**src/rtl/apb_regbank_pkg.sv**
```systemverilog
// Shared types for the APB register bank: FSM states, error causes and the
// byte-lane merge used when committing writes.
package apb_regbank_pkg;

   typedef enum logic [1:0] {
      IDLE,
      WAIT,
      ACCESS
   } state_e;

   typedef enum logic [2:0] {
      ERR_NONE,
      ERR_RANGE,
      ERR_ALIGN,
      ERR_RO,
      ERR_PRIV
   } err_e;

   localparam int MAX_DW    = 32;
   localparam int MAX_LANES = MAX_DW / 8;

   // Lanes with strb set take the new byte, all others keep the old one.
   function automatic logic [MAX_DW-1:0] lane_merge(
      input logic [MAX_DW-1:0]    old_word,
      input logic [MAX_DW-1:0]    new_word,
      input logic [MAX_LANES-1:0] strb
   );
      logic [MAX_DW-1:0] merged;
      merged = old_word;
      for (int b = 0; b < MAX_LANES; b++) begin
         if (strb[b]) begin
            merged[8*b +: 8] = new_word[8*b +: 8];
         end
      end
      return merged;
   endfunction

endpackage

```
**src/rtl/apb_addr_decode.sv**
```systemverilog
// Combinational address decode: register index, hit flag and the first
// error cause found (range, alignment, read-only write, privilege).
module apb_addr_decode
   import apb_regbank_pkg::*;
#(
   parameter logic [31:0]       BASE_ADDR  = 32'd8,
   parameter int                DATA_WIDTH = 32,
   parameter int                N_REGS     = 8,
   parameter logic [N_REGS-1:0] RO_MASK    = 8'h80,
   parameter logic [N_REGS-1:0] PRIV_MASK  = 8'h40,
   parameter int                IDX_W      = 3
) (
   input  logic [31:0]      paddr,
   input  logic             pwrite,
   input  logic             priv,
   output logic [IDX_W-1:0] idx,
   output logic             hit,
   output err_e             cause
);

   localparam int          BYTES      = DATA_WIDTH / 8;
   localparam int          LSB        = $clog2(BYTES);
   localparam logic [32:0] END_ADDR   = {1'b0, BASE_ADDR} + 33'(N_REGS * BYTES);
   localparam logic [31:0] ALIGN_MASK = 32'(BYTES - 1);

   logic [31:0] offset;

   // Compared in 33 bits so a bank ending at the top of the map cannot wrap.
   always_comb begin
      offset = paddr - BASE_ADDR;
      idx    = IDX_W'(offset >> LSB);
      if ((paddr < BASE_ADDR) || ({1'b0, paddr} >= END_ADDR)) begin
         cause = ERR_RANGE;
      end else if ((paddr & ALIGN_MASK) != 32'd0) begin
         cause = ERR_ALIGN;
      end else if (pwrite && RO_MASK[idx]) begin
         cause = ERR_RO;
      end else if (!priv && PRIV_MASK[idx]) begin
         cause = ERR_PRIV;
      end else begin
         cause = ERR_NONE;
      end
      hit = (cause == ERR_NONE);
   end

endmodule

```
**src/rtl/apb_regbank_slave.sv**
```systemverilog
// APB4 completer with a parametrised register bank, programmable wait states,
// byte-lane writes, read-only status words, privileged registers and errors.
module apb_regbank_slave
   import apb_regbank_pkg::*;
#(
   parameter logic [31:0]       BASE_ADDR   = 32'd8,
   parameter int                DATA_WIDTH  = 32,
   parameter int                N_REGS      = 8,
   parameter int                WAIT_CYCLES = 2,
   parameter logic [N_REGS-1:0] RO_MASK     = 8'h80,
   parameter logic [N_REGS-1:0] PRIV_MASK   = 8'h40
) (
   input  logic                         pclk,
   input  logic                         presetn,
   input  logic [31:0]                  paddr,
   input  logic [2:0]                   pprot,
   input  logic                         psel,
   input  logic                         penable,
   input  logic                         pwrite,
   input  logic [DATA_WIDTH-1:0]        pwdata,
   input  logic [DATA_WIDTH/8-1:0]      pstrb,
   output logic                         pready,
   output logic [DATA_WIDTH-1:0]        prdata,
   output logic                         pslverr,
   input  logic [N_REGS*DATA_WIDTH-1:0] hw_status,
   output logic [N_REGS*DATA_WIDTH-1:0] reg_q,
   output logic [N_REGS-1:0]            reg_wr
);

   localparam int IDX_W = (N_REGS > 1) ? $clog2(N_REGS) : 1;

   state_e                  state_reg, state_next;
   logic [3:0]              cnt_reg, cnt_next;
   logic [IDX_W-1:0]        idx_reg, idx_next;
   logic                    hit_reg, hit_next;
   err_e                    err_reg, err_next;
   logic                    write_reg, write_next;
   logic                    pready_reg, pready_next;
   logic [DATA_WIDTH-1:0]   prdata_reg, prdata_next;
   logic                    pslverr_reg, pslverr_next;
   logic [N_REGS-1:0]       reg_wr_reg, reg_wr_next;
   logic                    commit;
   logic                    go_access;

   logic [IDX_W-1:0]        dec_idx;
   logic                    dec_hit;
   err_e                    dec_cause;

   logic [DATA_WIDTH-1:0]   regs_reg [N_REGS];
   logic [DATA_WIDTH-1:0]   rd_word  [N_REGS];
   logic [DATA_WIDTH-1:0]   wr_word;

   logic                    unused_prot;
   assign unused_prot = ^pprot[2:1];

   apb_addr_decode #(
      .BASE_ADDR  (BASE_ADDR),
      .DATA_WIDTH (DATA_WIDTH),
      .N_REGS     (N_REGS),
      .RO_MASK    (RO_MASK),
      .PRIV_MASK  (PRIV_MASK),
      .IDX_W      (IDX_W)
   ) u_decode (
      .paddr  (paddr),
      .pwrite (pwrite),
      .priv   (pprot[0]),
      .idx    (dec_idx),
      .hit    (dec_hit),
      .cause  (dec_cause)
   );

   genvar gi;
   generate
      for (gi = 0; gi < N_REGS; gi++) begin : g_slice
         assign rd_word[gi] = RO_MASK[gi] ? hw_status[gi*DATA_WIDTH +: DATA_WIDTH] : regs_reg[gi];
         assign reg_q[gi*DATA_WIDTH +: DATA_WIDTH] = RO_MASK[gi] ? '0 : regs_reg[gi];
      end
   endgenerate

   assign wr_word = DATA_WIDTH'(lane_merge(MAX_DW'(regs_reg[idx_reg]), MAX_DW'(pwdata),
                                           MAX_LANES'(pstrb)));

   always_comb begin
      state_next   = state_reg;
      cnt_next     = cnt_reg;
      idx_next     = idx_reg;
      hit_next     = hit_reg;
      err_next     = err_reg;
      write_next   = write_reg;
      pready_next  = 1'b0;
      prdata_next  = '0;
      pslverr_next = 1'b0;
      reg_wr_next  = '0;
      commit       = 1'b0;
      go_access    = 1'b0;

      case (state_reg)
         IDLE: begin
            if (psel && !penable) begin
               idx_next   = dec_idx;
               hit_next   = dec_hit;
               err_next   = dec_cause;
               write_next = pwrite;
               cnt_next   = 4'(WAIT_CYCLES);
               if (WAIT_CYCLES == 0) begin
                  go_access = 1'b1;
               end else begin
                  state_next = WAIT;
               end
            end
         end
         WAIT: begin
            // Losing psel or penable mid-wait abandons the transfer silently.
            if (!(psel && penable)) begin
               state_next = IDLE;
               cnt_next   = '0;
            end else if (cnt_reg <= 4'd1) begin
               go_access = 1'b1;
               cnt_next  = '0;
            end else begin
               cnt_next = cnt_reg - 4'd1;
            end
         end
         ACCESS: begin
            state_next = IDLE;
            if (hit_reg && write_reg) begin
               commit               = 1'b1;
               reg_wr_next[idx_reg] = 1'b1;
            end
         end
         default: state_next = IDLE;
      endcase

      // Response is registered on entry to ACCESS so pready lands in that cycle.
      if (go_access) begin
         state_next   = ACCESS;
         pready_next  = 1'b1;
         pslverr_next = (err_next != ERR_NONE);
         if (hit_next && !write_next) begin
            prdata_next = rd_word[idx_next];
         end
      end
   end

   always_ff @(posedge pclk) begin
      if (!presetn) begin
         state_reg   <= IDLE;
         cnt_reg     <= '0;
         idx_reg     <= '0;
         hit_reg     <= 1'b0;
         err_reg     <= ERR_NONE;
         write_reg   <= 1'b0;
         pready_reg  <= 1'b0;
         prdata_reg  <= '0;
         pslverr_reg <= 1'b0;
         reg_wr_reg  <= '0;
      end else begin
         state_reg   <= state_next;
         cnt_reg     <= cnt_next;
         idx_reg     <= idx_next;
         hit_reg     <= hit_next;
         err_reg     <= err_next;
         write_reg   <= write_next;
         pready_reg  <= pready_next;
         prdata_reg  <= prdata_next;
         pslverr_reg <= pslverr_next;
         reg_wr_reg  <= reg_wr_next;
      end
   end

   always_ff @(posedge pclk) begin
      for (int i = 0; i < N_REGS; i++) begin
         if (!presetn) begin
            regs_reg[i] <= '0;
         end else if (commit && (idx_reg == IDX_W'(i)) && !RO_MASK[i]) begin
            regs_reg[i] <= wr_word;
         end
      end
   end

   assign pready  = pready_reg;
   assign prdata  = prdata_reg;
   assign pslverr = pslverr_reg;
   assign reg_wr  = reg_wr_reg;

endmodule

```
**config.mk**
```make
export PLATFORM = sky130hd
export DESIGN_NAME = apb_regbank_slave
export DESIGN_NICKNAME = d
export VERILOG_FILES = /design/src/rtl/apb_regbank_pkg.sv /design/src/rtl/apb_addr_decode.sv /design/src/rtl/apb_regbank_slave.sv
export SDC_FILE = /design/constraint.sdc
export NUM_CORES = 1
export LEC_CHECK = 0
export ABC_CLOCK_PERIOD_IN_PS = 9400
export CORE_AREA = 3 3 241 243
export DETAILED_ROUTE_END_ITERATION = 8
export DIE_AREA = 0 0 244 246
export GPL_ROUTABILITY_DRIVEN = 1
export GPL_TIMING_DRIVEN = 0
export SLEW_MARGIN = 20
export SYNTH_ARGS = -nofsm -noshare
export SYNTH_HDL_FRONTEND = slang
export SYNTH_SLANG_ARGS = --single-unit
```
**constraint.sdc**
```tcl
create_clock -name pclk -period 9.4 [get_ports pclk]
set_input_delay 0.94 -clock pclk [delete_from_list [all_inputs] [get_ports pclk]]
set_output_delay 0.94 -clock pclk [all_outputs]
set_load 0.05 [all_outputs]
```
==> results by group, run 1 <==
Pwr
  – Combinational Power Share: 0.190
  – Sequential share of power: 0.409
  – Clock share of power: 0.402
  – Internal power: 0.00243 W
  – Worst VDD drop: between 90 and 100 uV
  – Switching power of the nets: 0.00102 W
  – P per Cell Area: 167 nW/um^2
  – Sw Share: 0.295
  – Leakage power: around 7.3 nW

Yosys
  – Synth Area in Compound Gates: 0.115
  – Mux contribution to synthesized area: 0.120
  – Synthesis Warnings: 0
  – Main combinational cell family by area after synthesis: simple AND/OR/NAND/NOR gates
  – XOR/XNOR share of the synthesized area: 0
  – FFs w/ async S/R, synth: 0
  – Post-synth EDFFs: between 200 and 250
  – Ys flop type: edfxtp_1
  – Average size of a mapped cell: 11.4 sq um
  – Register bit total from synthesis: between 200 and 300
  – Cells after Synth: 1255
  – Synth cell types: 62
  – Synth Area in Simple Gates: 0.158
  – Synthesized cell area: around 14000 sq um
  – Synth Area in Adders: 0.00263
  – Post-synthesis sequential area ratio: 0.549

Worst setup path
  – Setup CP Type: reg -> reg
  – Crit path to: regs_reg[5][23]$_SDFFCE_PN0P_
  – Arrival @ worst endpoint: 4.09 ns
  – Reg2reg end: regs_reg[5][23]$_SDFFCE_PN0P_
  – Required time of the critical path: 9.65 ns
  – R2R cell count: 7
  – Worst R2R Start: idx_reg[0]$_SDFF_PN0_
  – Setup slack, reg-to-reg: ~5.6 ns
  – Crit path launch type: register
  – Crit path from: idx_reg[0]$_SDFF_PN0_
  – Peak fanout along the critical path: 10
  – CP Capture Type: register

CTS
  – Post-CTS Resized: 0
  – CTS H-tree lvls: 2
  – CTS Sinks: 280
  – Clock Latency Late Sink: approximately 0.54 ns
  – Cts hold-fix bufs: 0
  – CTS buffer count: 35
  – Clk buf depth: 3
  – CTS tree: yes
  – Clk slew on worst S/H paths: 0.06 ns
  – Root Driver: clkbuf_16
  – Post-CTS setup buffer count: 0

Timing
  – Fin crit period: about 3.8 ns
  – Final setup vio count: 0
  – Worst hold slack: 0.547 ns
  – Tcrit/Tclk final: 0.408
  – Setup_tns: 0 ns
  – Fin. Hold Viols: 0
  – F_max: between 200 and 300 MHz
  – Final WS setup: 5.56 ns
  – Worst slew pin tran: 1.25 ns
  – Max Slew Vio Count: 0
  – RSZ-0062 raised after global routing: no
  – Max-slew headroom: 0.169
  – Clock Skews: 0.0113 ns

Floorplanning
  – Die extent in y: approximately 250 microns
  – Initial core utilization: 0.254
  – Core Box Area: 56200 sq um
  – Die W: 244 microns
  – I/O Pins: 630
  – Row count: 87
  – Die area: 60000 sq um

Routing
  – DR DRC count: 0
  – DRT iter0 DRCs: approximately 1.5k
  – Via/cell ratio: 5.29
  – Vias: around 13k
  – Routed len/inst: 30.0 microns
  – Total Routed Length: 74700 microns
  – Number of nets with antenna violations after routing: 0
  – First-pass detailed-route iteration total: 5

Global route
  – Vias in the first global route: 13.1k
  – Initial antenna violation count: 7
  – Gr usage total: 0.238
  – Remaining global-route overflow: 0
  – First-pass GRT wire length: just over 100000 microns
  – Pin count of the biggest net entering global routing: 33

Outcome
  – Status: finished clean

Finish
  – Layout fillers: around 5.6k
  – Max reg flops: 224
  – Layout cell share with drive strength beyond 1: 0.155
  – Layout area overhead: 44.1%
  – Final #Nets: 2044

Placement
  – Port Buffer Count: 369
  – DP Worst Slack: between 5 and 6 ns
  – Routability-driven placement congestion ratio: 0.862
  – Final HPWL DP: 54600 microns

Worst hold path
  – Hold depth: 2
  – Hold Path Class: reg -> reg

Run
  – Max Cap Viol: 0
-- metrics by stage --
step	util	area (sq um)	power, W	cells
after floorplan	-	14400	0.00180	1286
after global placement	0.339	19100	0.00206	2411
after detailed placement	0.346	19400	0.00208	2428
after CTS	0.367	20600	0.00345	2491
after global routing	0.367	20600	0.00353	2492
final	0.367	20600	0.00345	2492
-- cells in the mapped netlist, types with 10 or more instances --
cell type / number / share of area
clkbuf_1: 54 / 0.014
edfxtp_1: 224 / 0.47
nand2_1: 138 / 0.036
buf_2: 30 / 0.011
nor2b_1: 10 / 0.0044
a21oi_1: 26 / 0.0091
a221o_1: 10 / 0.0070
mux2i_1: 85 / 0.060
mux2_2: 26 / 0.020
mux4_2: 24 / 0.038
a32o_2: 18 / 0.014
a32o_1: 46 / 0.032
nor2_1: 254 / 0.067
a22oi_1: 25 / 0.013
a211oi_1: 30 / 0.016
nor4_1: 10 / 0.0044
nor3_2: 32 / 0.022
inv_1: 13 / 0.0034
dfxtp_1: 56 / 0.078
buf_4: 36 / 0.019
-- metal layers --
layer / up-vias / track usage / wire length (microns)
met3: 148 / 0.0838 / 9150
li1: 5506 / - / -
met1: 6598 / 0.310 / 30400
met5: - / 0 / 52
met4: 8 / 0.0749 / 2180
met2: 934 / 0.371 / 32900
-- worst max-delay path, cell delays in order, from the launching register on --
cell and delay [ns]:
dfxtp_1 0.32, buf_2 0.42, buf_2 0.41, clkbuf_1 0.78, nand2_1 0.41, o31ai_4 0.77, buf_8 0.25, buf_8 0.17
-- power groups by stage --
stage                     clock [W]  combinational (W)  sequential (W)
after detailed placement          0           0.000645         0.00143
final                       0.00138           0.000653         0.00141
after CTS                   0.00140           0.000648         0.00141
after floorplan                   0           0.000263         0.00154
after global placement            0           0.000623         0.00144
after global routing        0.00144           0.000677         0.00141
-- cells by family after synthesis --
logic type      after synthesis
compound gates              198
fa+ha+maj                     3
buf+inv                     145
flops                       280
mux                         137
other cells                   1
simple gates                491
-- worst min path at each step --
| stage | start | endpoint | slack, ns |
|---|---|---|---|
| 5_1_grt | err_reg[0]$_SDFF_PN0_ | err_reg[0]$_SDFF_PN0_ | 0.57 |
| 6_report | err_reg[0]$_SDFF_PN0_ | err_reg[0]$_SDFF_PN0_ | 0.55 |
| 2_1_floorplan | err_reg[0]$_SDFF_PN0_ | err_reg[0]$_SDFF_PN0_ | 0.49 |
| 3_3_place_gp | err_reg[0]$_SDFF_PN0_ | err_reg[0]$_SDFF_PN0_ | 0.52 |
| 3_5_place_dp | err_reg[0]$_SDFF_PN0_ | err_reg[0]$_SDFF_PN0_ | 0.53 |
| 4_1_cts | err_reg[0]$_SDFF_PN0_ | err_reg[0]$_SDFF_PN0_ | 0.54 |
-- area by class of cell --
type	count	area, sq um	share of cell area
repair buffers	386	3980	0.193
flip-flops and latches	280	7850	0.381
diodes	1	2.50	0.000122
clock inverters	11	138	0.00668
inverters	13	48.8	0.00237
multi-input cells	861	5880	0.285
plain buffers	132	732	0.0355
well taps	756	946	0.0459
clock buffers	52	1020	0.0496
-- cells in the final DEF (no fill, tap or decap), types with 4 or more instances in the layout --
cell type	netlist	final
nor4_1	10	10
buf_1	4	4
a32o_2	18	18
nand4_1	7	7
nor3_1	5	5
nand3_1	5	5
a32o_1	46	46
a22oi_1	25	25
inv_1	13	13
nand2_1	138	137
buf_2	30	30
dfxtp_1	56	56
a221o_1	10	10
o2bb2ai_1	6	6
buf_4	36	37
mux2i_1	85	85
a21boi_0	9	9
clkinv_2	0	4
clkdlybuf4s50_1	0	369
mux4_2	24	24
nor2b_1	10	10
nor2_1	254	254
clkbuf_16	0	37
nor3_2	32	31
mux2_2	26	26
a211oi_1	30	30
clkbuf_8	1	5
conb_1	1	32
buf_6	7	12
buf_16	0	4
and2_1	4	4
a21oi_1	26	26
edfxtp_1	224	224
buf_8	0	6
clkbuf_1	54	64
No activity file was read; power rests on OpenSTA's default activity.
==> run 2: changes to the inputs <==
--- a/config.mk
+++ b/config.mk
@@ -5,10 +5,10 @@
 export SDC_FILE = /design/constraint.sdc
 export NUM_CORES = 1
 export LEC_CHECK = 0
-export ABC_CLOCK_PERIOD_IN_PS = 9400
-export CORE_AREA = 3 3 241 243
+export ABC_CLOCK_PERIOD_IN_PS = 4000
+export CORE_AREA = 3 3 242 244
 export DETAILED_ROUTE_END_ITERATION = 8
-export DIE_AREA = 0 0 244 246
+export DIE_AREA = 0 0 245 247
 export GPL_ROUTABILITY_DRIVEN = 1
 export GPL_TIMING_DRIVEN = 0
 export SLEW_MARGIN = 20
==> constraint.sdc (replaced) <==
create_clock -name pclk -period 4 [get_ports pclk]
set_input_delay 0.4 -clock pclk [delete_from_list [all_inputs] [get_ports pclk]]
set_output_delay 0.4 -clock pclk [all_outputs]
set_load 0.05 [all_outputs]
==> results by group, run 2 (synthesized netlist as in run 1, its figures left out) <==
Worst setup path
  – Worst R2R Start: idx_reg[0]$_SDFF_PN0_
  – Setup CP Type: reg -> reg
  – Required time of the critical path: 4.27 ns
  – Crit path buf inv count: 5
  – Max stage delay on crit path: 0.79 ns
  – CP cell instances: buf_2 -> buf_2 -> clkbuf_1 -> nand2_1 -> o31ai_4 -> buf_8 -> buf_6
  – Crit path launch type: register
  – Reg2reg end: regs_reg[1][19]$_SDFFCE_PN0P_
  – Crit-path most repeated cell: buf_2
  – Crit-path leading delay family: buffers and inverters
  – R2R cell count: 7
  – CP Depth: 7
  – Setup slack, reg-to-reg: 0.18 ns
  – Peak fanout along the critical path: 10
  – Crit path max-delay cell type: clkbuf_1
  – Arrival @ worst endpoint: 4.09 ns
  – CP Capture Type: register

Run
  – Max Cap Viol: 0

Global route
  – Vias in the first global route: 13.0k
  – Remaining global-route overflow: 0
  – Gr usage total: 0.236
  – Initial antenna violation count: 5
  – First-pass GRT wire length: a little over 100000 microns
  – Pin count of the biggest net entering global routing: 33

Timing
  – Max Slew Vio Count: 0
  – Worst slew pin tran: 1.08 ns
  – Clock Skews: 0.0225 ns
  – Fin. Hold Viols: 0
  – Tcrit/Tclk final: 0.955
  – Fin crit period: 3.82 ns
  – Worst hold slack: between 0.3 and 0.4 ns
  – RSZ-0062 raised after global routing: no
  – Setup_tns: 0 ns
  – F_max: between 200 and 300 MHz
  – Max-slew headroom: 0.278
  – Final setup vio count: 0

Routing
  – DR DRC count: 0
  – Via/cell ratio: about 5.2
  – Number of nets with antenna violations after routing: 0
  – Routed len/inst: 29.8 microns
  – First-pass detailed-route iteration total: 7
  – Vias: 13.0k
  – DRT iter0 DRCs: 1331
  – Total Routed Length: 74200 microns

CTS
  – Clock Latency Late Sink: between 0.5 and 0.6 ns
  – Cts hold-fix bufs: 0
  – Post-CTS setup buffer count: 0
  – Post-CTS Resized: 0
  – Root Driver: clkbuf_16
  – Clk slew on worst S/H paths: 0.07 ns
  – CTS Sinks: 280
  – Clk buf depth: 3
  – CTS H-tree lvls: 1
  – CTS buffer count: 31
  – CTS tree: yes

Pwr
  – Combinational Power Share: 0.193
  – Sw Share: 0.303
  – Worst VDD drop: 284 uV
  – Total power: 0.00797 W
  – Clock share of power: 0.392
  – Sequential share of power: 0.415
  – Internal power: 0.00556 W
  – Switching power of the nets: 0.00241 W
  – P per Cell Area: 388 nW/um^2
  – Leakage power: 7.28 nW

Floorplanning
  – Core Box Area: 56500 sq um
  – Die W: 245 microns
  – Die extent in y: roughly 250 microns
  – Initial core utilization: 0.253
  – Die area: 60500 sq um
  – I/O Pins: 630
  – Row count: 87

Worst hold path
  – WHS Endpoint: idx_reg[0]$_SDFF_PN0_
  – Hold depth: 2
  – Hold Path Class: in -> reg
  – HP Start: presetn

Finish
  – Commonest non-fill, non-tap cell in the layout: clkdlybuf4s50_1
  – Utilization after layout: 0.364
  – Final #Nets: ~2k
  – Finished Layout Cells: around 2.5k
  – Most frequent cells in the layout: 369 x clkdlybuf4s50_1, 254 x nor2_1, 224 x edfxtp_1, 137 x nand2_1, 85 x mux2i_1
  – Max reg flops: 224
  – Layout cell share with drive strength beyond 1: 0.158
  – Layout area overhead: 43.7%

Outcome
  – Status: finished clean

Placement
  – Final HPWL DP: 54400 microns
  – Routability-driven placement congestion ratio: 0.863
  – Dpl cells: around 2.4k
  – Port Buffer Count: 369
## run 2: cell count changes in the layout (fill, tap and decap cells not counted), moves of 3 or more
cell        previous run  this run
clkbuf_16             37        32
clkinvlp_4             2         5
inv_6                  0         3
clkbuf_1              64        55
clkbuf_8               5         2
## run 2: metal layers
| metal | up-vias | global-route usage | routed length, microns |
|---|---|---|---|
| met3 | 148 | 0.0875 | 8870 |
| met4 | 8 | 0.0662 | 2220 |
| li1 | 5483 | - | - |
| met5 | - | 0 | 60 |
| met1 | 6503 | 0.306 | 30600 |
| met2 | 890 | 0.368 | 32500 |
## run 2: power by group through the flow
stage                     Clock (W)  Sequential, W  Combinational [W]
after floorplan                   0        0.00362           0.000618
after global placement            0        0.00339            0.00147
after detailed placement          0        0.00337            0.00152
after CTS                   0.00313        0.00331            0.00153
after global routing        0.00324        0.00332            0.00160
final                       0.00312        0.00331            0.00153
## run 2: area by class of cell
class | instances | area [sq um]
diodes | 1 | 2.50
plain buffers | 132 | 734
clock buffers | 37 | 830
clock inverters | 20 | 251
fillers | 5573 | 36000
inverters | 13 | 48.8
multi-input cells | 861 | 5880
flip-flops and latches | 280 | 7850
well taps | 756 | 946
repair buffers | 386 | 4000
## run 2: metrics by stage
| step | cell area (sq um) | setup WS (ns) |
|---|---|---|
| floorplan | 14400 | -0.0767 |
| global placement | 19100 | -4.36 |
| detailed placement | 19500 | 0.341 |
| CTS | 20500 | 0.320 |
| global route | 20500 | 0.214 |
| finish | 20500 | 0.180 |
## run 2: worst max path at each step
stage	slack [ns]	startpoint	end
2_1_floorplan	-0.08	idx_reg[0]$_SDFF_PN0_	regs_reg[1][0]$_SDFFCE_PN0P_
3_3_place_gp	-4.36	idx_reg[0]$_SDFF_PN0_	regs_reg[1][1]$_SDFFCE_PN0P_
3_5_place_dp	0.34	idx_reg[0]$_SDFF_PN0_	regs_reg[1][28]$_SDFFCE_PN0P_
4_1_cts	0.32	idx_reg[0]$_SDFF_PN0_	regs_reg[1][3]$_SDFFCE_PN0P_
5_1_grt	0.21	idx_reg[0]$_SDFF_PN0_	regs_reg[1][30]$_SDFFCE_PN0P_
6_report	0.18	idx_reg[0]$_SDFF_PN0_	regs_reg[1][19]$_SDFFCE_PN0P_
